## src/rtl/router_sync_n.sv

```systemverilog
`default_nettype none
// +--------------------------------------------------------------------------+
// | router_sync_n: NUM_CH-way write steering, full mux, read-timeout watchdog |
// | Revision: 1.0                                                            |
// +--------------------------------------------------------------------------+
module router_sync_n #(
  parameter int NUM_CH  = 3,
  parameter int ADDR_W  = 2,
  parameter int TIMEOUT = 30
) (
  input  logic              clk,
  input  logic              reset,
  input  logic              detect_add,
  input  logic [ADDR_W-1:0] data_in,
  input  logic              write_enb_reg,
  input  logic [NUM_CH-1:0] full,
  input  logic [NUM_CH-1:0] empty,
  input  logic [NUM_CH-1:0] read_enb,
  input  logic              sts_clr,
  output logic [NUM_CH-1:0] write_enb,
  output logic              fifo_full,
  output logic [NUM_CH-1:0] valid_out,
  output logic [NUM_CH-1:0] soft_reset,
  output logic              addr_err,
  output logic [NUM_CH-1:0] timeout_sts
);

  localparam int            CNT_W    = $clog2(TIMEOUT);
  localparam logic [ADDR_W:0] C_NUM_CH = (ADDR_W+1)'(NUM_CH);
  localparam logic [CNT_W-1:0] C_LAST  = CNT_W'(TIMEOUT - 1);

  logic [ADDR_W-1:0]             dest_q, dest_d;
  logic                          dest_vld_q, dest_vld_d;
  logic                          addr_err_q, addr_err_d;
  logic [NUM_CH-1:0][CNT_W-1:0]  cnt_q, cnt_d;
  logic [NUM_CH-1:0]             soft_reset_q, soft_reset_d;
  logic [NUM_CH-1:0]             sts_q, sts_d;
  logic [NUM_CH-1:0]             w_sel;
  logic                          w_in_range;

  // Widened compare so NUM_CH == 2**ADDR_W is handled without overflow.
  assign w_in_range = ({1'b0, data_in} < C_NUM_CH);

  genvar g;
  generate
    for (g = 0; g < NUM_CH; g++) begin : g_chan
      assign w_sel[g] = dest_vld_q & (dest_q == ADDR_W'(g));
    end
  endgenerate

  assign write_enb   = w_sel & {NUM_CH{write_enb_reg}};
  assign fifo_full   = |(w_sel & full);
  assign valid_out   = ~empty;
  assign soft_reset  = soft_reset_q;
  assign addr_err    = addr_err_q;
  assign timeout_sts = sts_q;

  always_comb begin
    dest_d       = dest_q;
    dest_vld_d   = dest_vld_q;
    addr_err_d   = 1'b0;
    cnt_d        = cnt_q;
    soft_reset_d = '0;
    sts_d        = sts_clr ? '0 : sts_q;
    if (detect_add) begin
      dest_d     = data_in;
      dest_vld_d = w_in_range;
      addr_err_d = ~w_in_range;
    end
    // A timeout setting its status bit overrides a same-cycle clear.
    for (int i = 0; i < NUM_CH; i++) begin
      if (empty[i] || read_enb[i]) begin
        cnt_d[i] = '0;
      end else if (cnt_q[i] == C_LAST) begin
        cnt_d[i]        = '0;
        soft_reset_d[i] = 1'b1;
        sts_d[i]        = 1'b1;
      end else begin
        cnt_d[i] = cnt_q[i] + CNT_W'(1);
      end
    end
  end

  always_ff @(posedge clk or posedge reset) begin
    if (reset) begin
      dest_q       <= '0;
      dest_vld_q   <= 1'b0;
      addr_err_q   <= 1'b0;
      cnt_q        <= '0;
      soft_reset_q <= '0;
      sts_q        <= '0;
    end else begin
      dest_q       <= dest_d;
      dest_vld_q   <= dest_vld_d;
      addr_err_q   <= addr_err_d;
      cnt_q        <= cnt_d;
      soft_reset_q <= soft_reset_d;
      sts_q        <= sts_d;
    end
  end

endmodule
`default_nettype wire

```

## config.mk

```make
export PLATFORM = sky130hd
export DESIGN_NAME = router_sync_n
export DESIGN_NICKNAME = d
export VERILOG_FILES = /design/src/rtl/router_sync_n.sv
export SDC_FILE = /design/constraint.sdc
export NUM_CORES = 1
export LEC_CHECK = 0
export BUFFER_PORTS_ARGS = -buffer_cell sky130_fd_sc_hd__clkbuf_2
export CAP_MARGIN = 20
export CORE_MARGIN = 4
export CORE_UTILIZATION = 54
export CTS_CLUSTER_SIZE = 24
export DETAILED_ROUTE_END_ITERATION = 16
export PLACE_DENSITY = 0.82
export SYNTH_ARGS = -nofsm -noshare
export SYNTH_HDL_FRONTEND = slang
export SYNTH_SLANG_ARGS = --single-unit
```

## constraint.sdc

```tcl
create_clock -name clk -period 2.65 [get_ports clk]
set_input_delay 0.795 -clock clk [delete_from_list [all_inputs] [get_ports clk]]
set_output_delay 0.795 -clock clk [all_outputs]
set_load 0.02 [all_outputs]
```

=== Word level (Yosys, flattened, before mapping) ===
Index checks and enable logic that the tools add are counted.

* Output and inout bits: 14
* Memory bits (read-only): 0
* Logic and storage cells: 49
* Bits of input ports: 16
* Memories: 0
* Bits in latches: 0
* Bits in writable memories: 0
* Flip-flop bits (word level): 25

* Shifts and indexed selects: 0
* Eq/ne operators: 5
* Bitwise logic cells: 7
* Mux-type cells: 20
* $add $sub $neg: 3
* $lt $le $gt $ge: 1
* Reduce and logical (&&, ||, !) cells: 5
* Div/mod/pow operators: 0
* Multipliers: 0

{| class="wikitable"
|+ Operators by type and width
! cell !! number
|-
| two-way mux 5 bit || 6
|-
| adder 5 x 1 -> 5 bit (second input constant) || 3
|-
| equality test 5 bit (second input constant) || 3
|-
| two-way mux 1 bit || 13
|-
| bitwise AND 3 bit || 2
|-
| bitwise AND 1 bit || 3
|-
| logical OR 1 bit || 3
|-
| two-way mux 3 bit || 1
|-
| NOT 3 bit || 1
|-
| OR reduction 3 bit || 1
|-
| equality test 2 x 1 -> 1 bit (second input constant) || 1
|-
| equality test 2 bit (second input constant) || 1
|-
| zero test 2 bit || 1
|-
| < comparator 2 bit (second input constant) || 1
|-
| NOT 1 bit || 1
|}

=== Depth between registers and ports, before layout ===
Gate-level depths: netlist of the first run.

* Word-level depth: 4
* Gate-level depth with buffers: 5
* Depth with buffers taken out: 5

=== Worst setup path after synthesis of the first run ===
OpenSTA, ideal clock, no wires.

* Kind: input-to-output
* Start point: in write_enb_reg
* End point: out write_enb[1]
* Slack: 451 ps
* Arrival: 1404 ps
* Required time: 1855 ps
* Stages: 2
* Path buffers: 0
* Cell sequence: nand2_1 > nor3b_1

* Word-level cells in the longest chain between the ends: 1

{| class="wikitable"
|+ RTL lines
! what !! RTL line !! RTL
|-
| from (decl) || 15 || <nowiki>input logic write_enb_reg,</nowiki>
|-
| bitwise AND 3 bit || 51 || <nowiki>assign write_enb = w_sel & {NUM_CH{write_enb_reg}};</nowiki>
|-
| to (decl) || 20 || <nowiki>output logic [NUM_CH-1:0] write_enb,</nowiki>
|}

Every way passes these cells.

=== Final worst setup path of the first run ===
* Start point: in write_enb_reg
* End point: out write_enb[2]

The elaborated chain is that of the path after synthesis.

==> summary.md, run 1 <==
| Metric | Value |
|---|---|
| Area growth syn-to-layout | 19.3% |
| Core area | 0.00182 mm2 |
| Pre-CTS setup slack | 0.479 ns |
| Row count | 15 |
| Crit-path max FO | 3 |
| Global route total overflow | 0 |
| Post-DP HPWL | 1440 um |
| Synthesized area per cell | 11.2 um2 |
| Cts hold-fix bufs | 0 |
| Post-synth EDFFs | 0 |
| Setup violations, final | 0 |
| Worst relative slew slack | 0.800 |
| Synth area leaders | dfrtp_1, ha_1, nor2_1, xor2_1, nand3_1 |
| Syn_nets | 119 |
| Reg-to-reg startpoint | cnt_q[10]$_DFF_PP0_ |
| Max Slew Vio Count | 0 |
| Clock Skew | 0.00183 ns |
| Area of the die | 0.00280 mm2 |
| Initial DRC Count | 10 |
| Clk Latency, worst-skew pair | 0.30 ns |
| Tot GR Track Use | 0.145 |
| Yosys cell types | 20 |
| Worst r2r dst | cnt_q[14]$_DFF_PP0_ |
| Final setup margin | 0.475 ns |
| Final Instance Area | 0.00130 mm2 |
| Final Wtd Congestion | 0.785 |
| Worst vdd ir | 0.000295 V |
| Number of global-route vias before repair | 711 |
| Yosys warning count | 0 |
| Setup Crit Path Kind | input port to output port |
| CTS tree | built |
| Leakage | 0.713 nW |
| Port Buffers | 29 |
| PostCTS Resize Cnt | 0 |
| Tmin final | 2.17 ns |
| Max Fclk | 460 MHz |
| Pwr dens | 478 mW/mm2 |
| First-pass GRT wire length | 3010 um |
| CTS Sinks | 25 |
| Post-route DRC | 0 |
| Initial Util | 0.599 |
| Final std cells w/o fill | 156 |
| Setup repair bufs after CTS | 0 |
| Critical Path End Type | output port |
| Most numerous cell in the Yosys netlist | dfrtp_1 |
| CTS H-tree lvls | 1 |
| DP Cell Count | 152 |
| Hold Crit Class | input port to asynchronous set/reset pin |
| FFs w/ async S/R, synth | 1.00 |
| Largest net degree at the start of global routing | 26 |
| R2r worst-path depth | 4 |
| Boundary Pins | 30 |
| Ys flop type | dfrtp_1 |
| Leading area contributor after synthesis | dfrtp_1 |
| Reg-to-reg slack, setup | 1.54 ns |
| N_diodes | 0 |
| Initial antenna violation count | 0 |
| Final period utilization | 0.821 |
| Fin util | 0.715 |
| CP Launch Type | input port |
| WL/cell | 11.3 um |
| Critical Path AT | 1.38 ns |
| FILL cells | 142 |
| Seq cells post-synth | 25 |
| Top-area cell type share of the netlist area | 0.573 |
| Die W | 53.0 um |
| Worst-margin pin slew | 0.301 ns |
| Clock buffer count from CTS | 3 |
| Hold Fails Final Rpt | 0 |
| Area after DPL | 0.00127 mm2 |
| # nets final | 154 |
| Post-Synthesis Cells | 97 |
| Post-synth top cells | dfrtp_1, nor2_1, inv_1 |
| Clock root cell | clkbuf_4 |
| Reg clk slew, reported paths | 0.12 ns |
| Drt first pass iters | 4 |
| Antenna Nets Post-Route | 0 |
| CTS max path bufs | 2 |
| RSZ-0062 raised after global routing | false |
| Setup_tns | 0 ns |
| Avg Vias per Cell | 4.94 |
| Worst Path Required | 1.86 ns |
| Routed wire length | 1770 um |
| Outcome | finished clean |
| Syn Std Cell Area | 0.00109 mm2 |
| Share of layout cells above drive strength 1 | 0.305 |
| Max cap viols | 0 |
| Routed vias | 771 |
| Chip height | 53.0 um |
| Sequential area share after synthesis | 0.573 |
-- critical path, cell delays in order --
cell      delay, ns
clkbuf_2       0.08
nand2_1        0.07
nor3b_1        0.22
clkbuf_2       0.22
-- how the worst max path moves through the flow --
stage	startpoint	endpoint	cells after the start
2_1_floorplan	write_enb_reg	write_enb[1]	2
3_3_place_gp	full[1]	fifo_full	5
3_5_place_dp	full[1]	fifo_full	5
4_1_cts	write_enb_reg	write_enb[2]	4
5_1_grt	write_enb_reg	write_enb[1]	4
6_report	write_enb_reg	write_enb[2]	4
-- flip-flops by register name (all words and copies together), names as in the netlist --
| name | cells |
|---|---|
| dest_q | 2 |
| dest_vld_q | 1 |
| addr_err | 1 |
| timeout_sts | 3 |
| soft_reset | 3 |
| cnt_q | 15 |
-- power breakdown --
part,internal (mW),total [mW],switching [mW]
combinational,0.0278,0.0670,0.0392
clock,0.0586,0.156,0.0971
sequential,0.390,0.400,0.00945
-- cells by family (layout without fill, tap and decap cells) --
logic type,Yosys count,after routing,share of synthesized area
and+or+nand+nor,42,42,0.203
DFF,25,25,0.573
xor gates and xnor gates,9,9,0.0723
buffers and inverters,8,42,0.0275
adders and majority gates,6,6,0.0688
AOI/OAI and AO/OA,4,4,0.0252
muxes,3,3,0.0298
-- per-layer routing --
metal	up-vias	global-route usage	part of all wire
met5	-	0	0
met4	0	0.0511	0.0074
met3	2	0.0169	0.062
met2	24	0.250	0.50
met1	361	0.188	0.43
li1	384	-	-
-- cell usage in the layout (no fill, tap or decap), types with 2 or more instances in the layout --
| cell type | synthesis | layout |
|---|---|---|
| clkbuf_2 | 0 | 29 |
| nor2_1 | 20 | 20 |
| xor2_1 | 6 | 6 |
| mux2_2 | 2 | 2 |
| dfrtp_1 | 25 | 25 |
| clkbuf_4 | 0 | 3 |
| nand2_1 | 4 | 4 |
| inv_1 | 8 | 8 |
| nor3b_1 | 2 | 2 |
| xnor2_1 | 3 | 3 |
| ha_1 | 6 | 6 |
| nor3_2 | 3 | 3 |
| nand3_1 | 6 | 6 |
| nand4_2 | 2 | 2 |
| a21o_1 | 3 | 3 |
-- stage by stage --
stage | hold WS [ns] | total power [mW]
6_report | 0.492 | 0.623
3_3_place_gp | 0.461 | 0.473
4_1_cts | 0.496 | 0.631
3_5_place_dp | 0.475 | 0.476
5_1_grt | 0.496 | 0.662
2_1_floorplan | 0.460 | 0.445
-- cell type report --
type / instances / area, um2 / area share
Multi-Input combinational cell: 64 / 435 / 0.335
Tap cell: 25 / 31.3 / 0.0240
Timing Repair Buffer: 30 / 153 / 0.117
Sequential cell: 25 / 626 / 0.481
Inverter: 8 / 30.0 / 0.0231
Clock buffer: 4 / 26.3 / 0.0202
Note: power is estimated with default switching activity, not from simulation.
==> run 2: changes to the inputs <==
--- a/config.mk
+++ b/config.mk
@@ -8,10 +8,10 @@
 export BUFFER_PORTS_ARGS = -buffer_cell sky130_fd_sc_hd__clkbuf_2
 export CAP_MARGIN = 20
 export CORE_MARGIN = 4
-export CORE_UTILIZATION = 54
+export CORE_UTILIZATION = 50
 export CTS_CLUSTER_SIZE = 24
 export DETAILED_ROUTE_END_ITERATION = 16
-export PLACE_DENSITY = 0.82
+export PLACE_DENSITY = 0.77
 export SYNTH_ARGS = -nofsm -noshare
 export SYNTH_HDL_FRONTEND = slang
 export SYNTH_SLANG_ARGS = --single-unit
==> constraint.sdc (replaced) <==
create_clock -name clk -period 2.1 [get_ports clk]
set_input_delay 0.63 -clock clk [delete_from_list [all_inputs] [get_ports clk]]
set_output_delay 0.63 -clock clk [all_outputs]
set_load 0.02 [all_outputs]
==> summary.md, run 2 (synthesis gave the netlist of run 1 again) <==
| Metric | Value |
|---|---|
| Internal | 602 uW (+26%) |
| Area of the die | 0.00299 mm2 (+6.8%) |
| N_diodes | 0 (unchanged) |
| CTS H-tree lvls | 1 (unchanged) |
| Setup violations, final | 0 (unchanged) |
| Antenna Nets Post-Route | 0 (unchanged) |
| Tmin final | 1.95 ns |
| CP Launch Type | flop |
| Row count | 16 (+1) |
| Avg Vias per Cell | 4.89 (-1.1%) |
| Tot GR Track Use | 0.128 (-0.0179) |
| Clock buffer count from CTS | 3 (unchanged) |
| Number of global-route vias before repair | 694 (-2.4%) |
| Switching share of power | 0.238 (+0.00384) |
| Die W | 54.7 um (+3.3%) |
| DP Cell Count | 154 (+1.3%) |
| Setup Crit Path Kind | flop to output port |
| Hold Crit Class | input port to asynchronous set/reset pin |
| Commonest non-fill, non-tap cells in the layout | clkbuf_2, dfrtp_1, nor2_1, inv_1 |
| Combinational share of power | 0.107 (about the same) |
| Clock network power share | 0.254 (+0.004) |
| Worst Path Required | 1.47 ns (-0.39 ns) |
| Fin util | 0.645 (-0.0700) |
| Global route total overflow | 0 (unchanged) |
| Hold Fails Final Rpt | 0 (unchanged) |
| Pwr dens | 606 mW/mm2 (+27%) |
| Final Instance Area | 0.00130 mm2 (+0.19%) |
| Setup_tns | 0 ns (unchanged) |
| First-pass GRT wire length | 2660 um (-11%) |
| # nets final | 154 (unchanged) |
| RSZ-0062 raised after global routing | false |
| Final Total Pwr | 790 uW (+27%) |
| Final std cells w/o fill | 158 (+1.3%) |
| Max Fclk | 513 MHz |
| Reg power frac | 0.639 (-0.003) |
| Outcome | finished clean |
| GRT busiest layer | met2 |
| Cts hold-fix bufs | 0 (unchanged) |
| Met1 Track Usage GR | 0.137 (-0.0509) |
| Largest net degree at the start of global routing | 26 (unchanged) |
| Critical Path AT | 1.32 ns (-0.06 ns) |
| Met2 Use GR | 0.226 (-0.0236) |
| Boundary Pins | 30 (unchanged) |
| PostCTS Resize Cnt | 0 (unchanged) |
| Area after DPL | 0.00128 mm2 (+0.20%) |
| CP max-delay cell | dfrtp_1 |
| Reg-to-reg slack, setup | 0.98 ns (-0.56 ns) |
| Worst vdd ir | 0.000421 V (+42%) |
| Worst relative slew slack | 0.799 (about the same) |
| Crit-path max FO | 6 (+3) |
| Number of flip-flops in the largest register | 15 (unchanged) |
| Clk Latency, worst-skew pair | 0.30 ns (about the same) |
| Max cap viols | 0 (unchanged) |
| Initial antenna violation count | 0 (unchanged) |
| CTS tree | built |
| Most common cell after layout, fill and taps aside | clkbuf_2 |
| Post-route DRC | 0 (unchanged) |
| CTS max path bufs | 2 (unchanged) |
| Clock root cell | clkbuf_4 |
| Worst-margin pin slew | 0.302 ns (+0.00120 ns) |
| Routed wire length | 1800 um (+2.0%) |
| Delay of the slowest critical-path stage | 0.45 ns (+0.23 ns) |
| Pre-CTS setup slack | 0.261 ns (-0.218 ns) |
| Initial Util | 0.540 (-0.0597) |
| Final setup margin | 0.151 ns (-0.324 ns) |
| Final period utilization | 0.928 |
| Final Wtd Congestion | 0.827 (+5.4%) |
| Core area | 0.00202 mm2 (+11%) |
| Chip height | 54.7 um (+3.3%) |
| Initial DRC Count | 6 (-4) |
| Routed vias | 772 (+0.13%) |
| Clock Skew | 0.00577 ns (+0.00394 ns) |
| Post-DP HPWL | 1400 um (-2.2%) |
| WL/cell | 11.4 um (+0.69%) |
| Share of layout cells above drive strength 1 | 0.305 (unchanged) |
| Critical Path End Type | output port |
| P_sw | 188 uW (+29%) |
| CTS Sinks | 25 (unchanged) |
| Area growth syn-to-layout | 19.5% |
| Reg with most FFs | cnt_q |
| Max Slew Vio Count | 0 (unchanged) |
| Setup repair bufs after CTS | 0 (unchanged) |
| Worst hold slack | 0.328 ns (-0.164 ns) |
| Met3 Usage GRT | 0.0354 (+0.0185) |
| Reg clk slew, reported paths | 0.12 ns (about the same) |
| Leakage | 0.713 nW (unchanged) |
| Port Buffers | 29 (unchanged) |
| CP cell instances | mux2i_1, o21ai_1, and2_1, clkbuf_2 |
| Drt first pass iters | 4 (unchanged) |
-- run 2: cell counts in the layout (fill, tap and decap cells not counted) --
No cell type changed its count.
-- run 2: power groups by stage --
stage / Clock (mW) / Combinational, mW / Sequential [mW]
3_3_place_gp: 0 / 0.0835 / 0.513
2_1_floorplan: 0 / 0.0497 / 0.512
3_5_place_dp: 0 / 0.0859 / 0.514
5_1_grt: 0.235 / 0.0950 / 0.507
4_1_cts: 0.213 / 0.0862 / 0.505
6_report: 0.201 / 0.0845 / 0.505
-- run 2: critical path, delay by kind of cell (launching register included) --
| family | cells | cell delay [ns] |
|---|---|---|
| buffers and inverters | 1 | 0.15 |
| AO/OA/AOI/OAI | 1 | 0.07 |
| flip-flops | 1 | 0.45 |
| multiplexers | 1 | 0.20 |
| AND/OR/NAND/NOR | 1 | 0.15 |
-- run 2: layout make-up --
cell class	count	area (um2)
multi-input combinational	64	435
inverter	8	30.0
fill	170	718
tap	27	33.8
sequential	25	626
timing repair buffer	30	153
clock buffer	4	26.3
-- run 2: final timing paths --
path,startpoint,end,cells after the start
max,dest_q[0]$_DFFE_PP0P_,fifo_full,4
min,reset,timeout_sts[1]$_DFF_PP0_,3
max reg2reg,cnt_q[11]$_DFF_PP0_,timeout_sts[2]$_DFF_PP0_,5
min reg2reg,timeout_sts[1]$_DFF_PP0_,timeout_sts[1]$_DFF_PP0_,1
max in group asynchronous,reset,cnt_q[3]$_DFF_PP0_,3
min in group clk,timeout_sts[1]$_DFF_PP0_,timeout_sts[1]$_DFF_PP0_,1
-- run 2: per-layer routing --
metal	share of wire	vias up	routed length (um)
met5	0	-	0
met2	0.48	26	865
met3	0.093	2	168
met4	0.0056	0	10
li1	-	387	-
met1	0.42	357	756
==> run 3: changes to the inputs <==
--- a/config.mk
+++ b/config.mk
@@ -8,10 +8,10 @@
 export BUFFER_PORTS_ARGS = -buffer_cell sky130_fd_sc_hd__clkbuf_2
 export CAP_MARGIN = 20
 export CORE_MARGIN = 4
-export CORE_UTILIZATION = 50
+export CORE_UTILIZATION = 35
 export CTS_CLUSTER_SIZE = 24
 export DETAILED_ROUTE_END_ITERATION = 16
-export PLACE_DENSITY = 0.77
+export HOLD_SLACK_MARGIN = 0.02
 export SYNTH_ARGS = -nofsm -noshare
 export SYNTH_HDL_FRONTEND = slang
 export SYNTH_SLANG_ARGS = --single-unit
==> constraint.sdc (replaced) <==
create_clock -name clk -period 2.35 [get_ports clk]
set_input_delay 0.705 -clock clk [delete_from_list [all_inputs] [get_ports clk]]
set_output_delay 0.705 -clock clk [all_outputs]
set_load 0.02 [all_outputs]
==> summary.md, run 3 (synthesis gave the netlist of run 1 again) <==
| Metric | Value |
|---|---|
| Outcome | finished clean |
| Setup repair bufs after CTS | 0 (unchanged) |
| Leakage | 0.713 nW (unchanged) |
| Worst r2r dst | cnt_q[4]$_DFF_PP0_ |
| Max Slew Vio Count | 0 (unchanged) |
| Initial Util | 0.379 (-0.160) |
| Reg with most FFs | cnt_q |
| Final Instance Area | 0.00132 mm2 (+1.4%) |
| Boundary Pins | 30 (unchanged) |
| Share of layout cells above drive strength 1 | 0.305 (unchanged) |
| Worst vdd ir | 0.000340 V (-19%) |
| Initial antenna violation count | 0 (unchanged) |
| End of the critical path | fifo_full |
| Antenna Nets Post-Route | 0 (unchanged) |
| Drt first pass iters | 4 (unchanged) |
| Area growth syn-to-layout | 21.2% |
| Crit-path max FO | 6 (unchanged) |
| Core area | 0.00288 mm2 (+42%) |
| Post-DP HPWL | 1470 um (+4.9%) |
| Setup violations, final | 0 (unchanged) |
| Most common cell after layout, fill and taps aside | clkbuf_2 |
| Reg clk slew, reported paths | 0.12 ns (about the same) |
| Clk Latency, worst-skew pair | 0.31 ns (about the same) |
| Worst Path Required | 1.64 ns (+0.17 ns) |
| # nets final | 154 (unchanged) |
| Area after DPL | 0.00130 mm2 (+1.5%) |
| Chip height | 63.8 um (+17%) |
| CTS Sinks | 25 (unchanged) |
| Initial DRC Count | 11 (+5) |
| Fin util | 0.460 (-0.185) |
| CP Launch Point | dest_q[0]$_DFFE_PP0P_ |
| WP buf/inv | 1 (unchanged) |
| Post-route DRC | 0 (unchanged) |
| First-pass GRT wire length | 3200 um (+20%) |
| Hold Fails Final Rpt | 0 (unchanged) |
| WL/cell | 10.7 um (-5.9%) |
| Tot GR Track Use | 0.101 (-0.0267) |
| Largest net degree at the start of global routing | 26 (unchanged) |
| R2r worst-path depth | 4 (-1) |
| Area of the die | 0.00407 mm2 (+36%) |
| RSZ-0062 raised after global routing | false |
| Avg Vias per Cell | 4.43 (-9.4%) |
| Number of cells on the critical path | 4 (unchanged) |
| Setup_tns | 0 ns (unchanged) |
| Row count | 19 (+3) |
| CTS max path bufs | 2 (unchanged) |
| CP Launch Type | flop |
| Critical Path End Type | output port |
| Number of flip-flops in the largest register | 15 (unchanged) |
| Pwr dens | 536 mW/mm2 (-11%) |
| Global route total overflow | 0 (unchanged) |
| Tmin final | 2.03 ns |
| Final period utilization | 0.866 |
| Worst relative slew slack | 0.798 (-0.00119) |
| CTS tree | built |
| Critical Path AT | 1.33 ns (about the same) |
| PostCTS Resize Cnt | 0 (unchanged) |
| Worst-margin pin slew | 0.304 ns (+0.00179 ns) |
| CP cell instances | mux2i_1, o21ai_1, and2_1, clkbuf_2 |
| FILL cells | 276 (+62%) |
| Number of global-route vias before repair | 738 (+6.3%) |
| Routed wire length | 1860 um (+3.1%) |
| Max Fclk | 492 MHz |
| Max cap viols | 0 (unchanged) |
| Reg-to-reg slack, setup | 1.25 ns (+0.27 ns) |
| Commonest non-fill, non-tap cells in the layout | clkbuf_2, dfrtp_1, nor2_1, inv_1 |
| Cts hold-fix bufs | 0 (unchanged) |
| Die W | 63.8 um (+17%) |
| N_diodes | 0 (unchanged) |
| Hold Crit Class | input port to asynchronous set/reset pin |
| Reg-to-reg startpoint | cnt_q[0]$_DFF_PP0_ |
| CTS H-tree lvls | 1 (unchanged) |
| Routed vias | 766 (-0.78%) |
| Port Buffers | 29 (unchanged) |
| Delay of the slowest critical-path stage | 0.45 ns (about the same) |
| Register Area | 626 um2 (unchanged) |
| Clock root cell | clkbuf_4 |
| Multi-input logic area | 435 um2 (unchanged) |
| Clock buffer count from CTS | 3 (unchanged) |
| Clock Skew | 0.00230 ns (-0.00347 ns) |
| Final Wtd Congestion | 0.715 (-14%) |
| CP max-delay cell | dfrtp_1 |
| Top delay family on crit path | flip-flops |
| Setup Crit Path Kind | flop to output port |
-- run 3: report_power, final --
part	leakage (nW)	total (mW)	internal (mW)	switching (mW)
clock	0.0150	0.182	0.0663	0.116
sequential	0.337	0.451	0.440	0.0107
combinational	0.361	0.0759	0.0314	0.0445
-- run 3: per-stage QoR --
step / setup WS [ns] / std cells / hold WS (ns) / power [mW]
6_report: 0.316 / 173 / 0.392 / 0.709
5_1_grt: 0.251 / 173 / 0.426 / 0.744
4_1_cts: 0.290 / 173 / 0.390 / 0.725
3_5_place_dp: 0.361 / 169 / 0.473 / 0.538
3_3_place_gp: 0.381 / 169 / 0.466 / 0.535
2_1_floorplan: 0.331 / 97 / 0.460 / 0.502
-- run 3: how the worst min path moves through the flow --
stage / from / endpoint / depth (start not counted)
finish: reset / cnt_q[9]$_DFF_PP0_ / 3
global route: reset / cnt_q[9]$_DFF_PP0_ / 3
CTS: reset / timeout_sts[1]$_DFF_PP0_ / 3
detailed placement: timeout_sts[2]$_DFF_PP0_ / timeout_sts[2]$_DFF_PP0_ / 1
global placement: timeout_sts[1]$_DFF_PP0_ / timeout_sts[1]$_DFF_PP0_ / 1
floorplan: cnt_q[0]$_DFF_PP0_ / cnt_q[0]$_DFF_PP0_ / 1
-- run 3: area by class of cell --
class	instances	area share
tap	42	0.0397
inverter	8	0.0227
timing repair buffer	30	0.115
multi-input combinational	64	0.329
clock buffer	4	0.0199
sequential	25	0.473
-- run 3: metal layers --
layer  global-route usage  vias up  part of all wire
met1                0.115      355              0.44
met5                    0        -                 0
met4               0.0566        0             0.021
li1                     -      384                 -
met2                0.161       22              0.48
met3               0.0385        5             0.065
-- run 3: worst register-to-register path: stages, from the launching register on --
cell and delay, ns:
dfrtp_1 0.43, ha_1 0.22, nand4_2 0.11, nand2_1 0.13
nor2_1 0.15
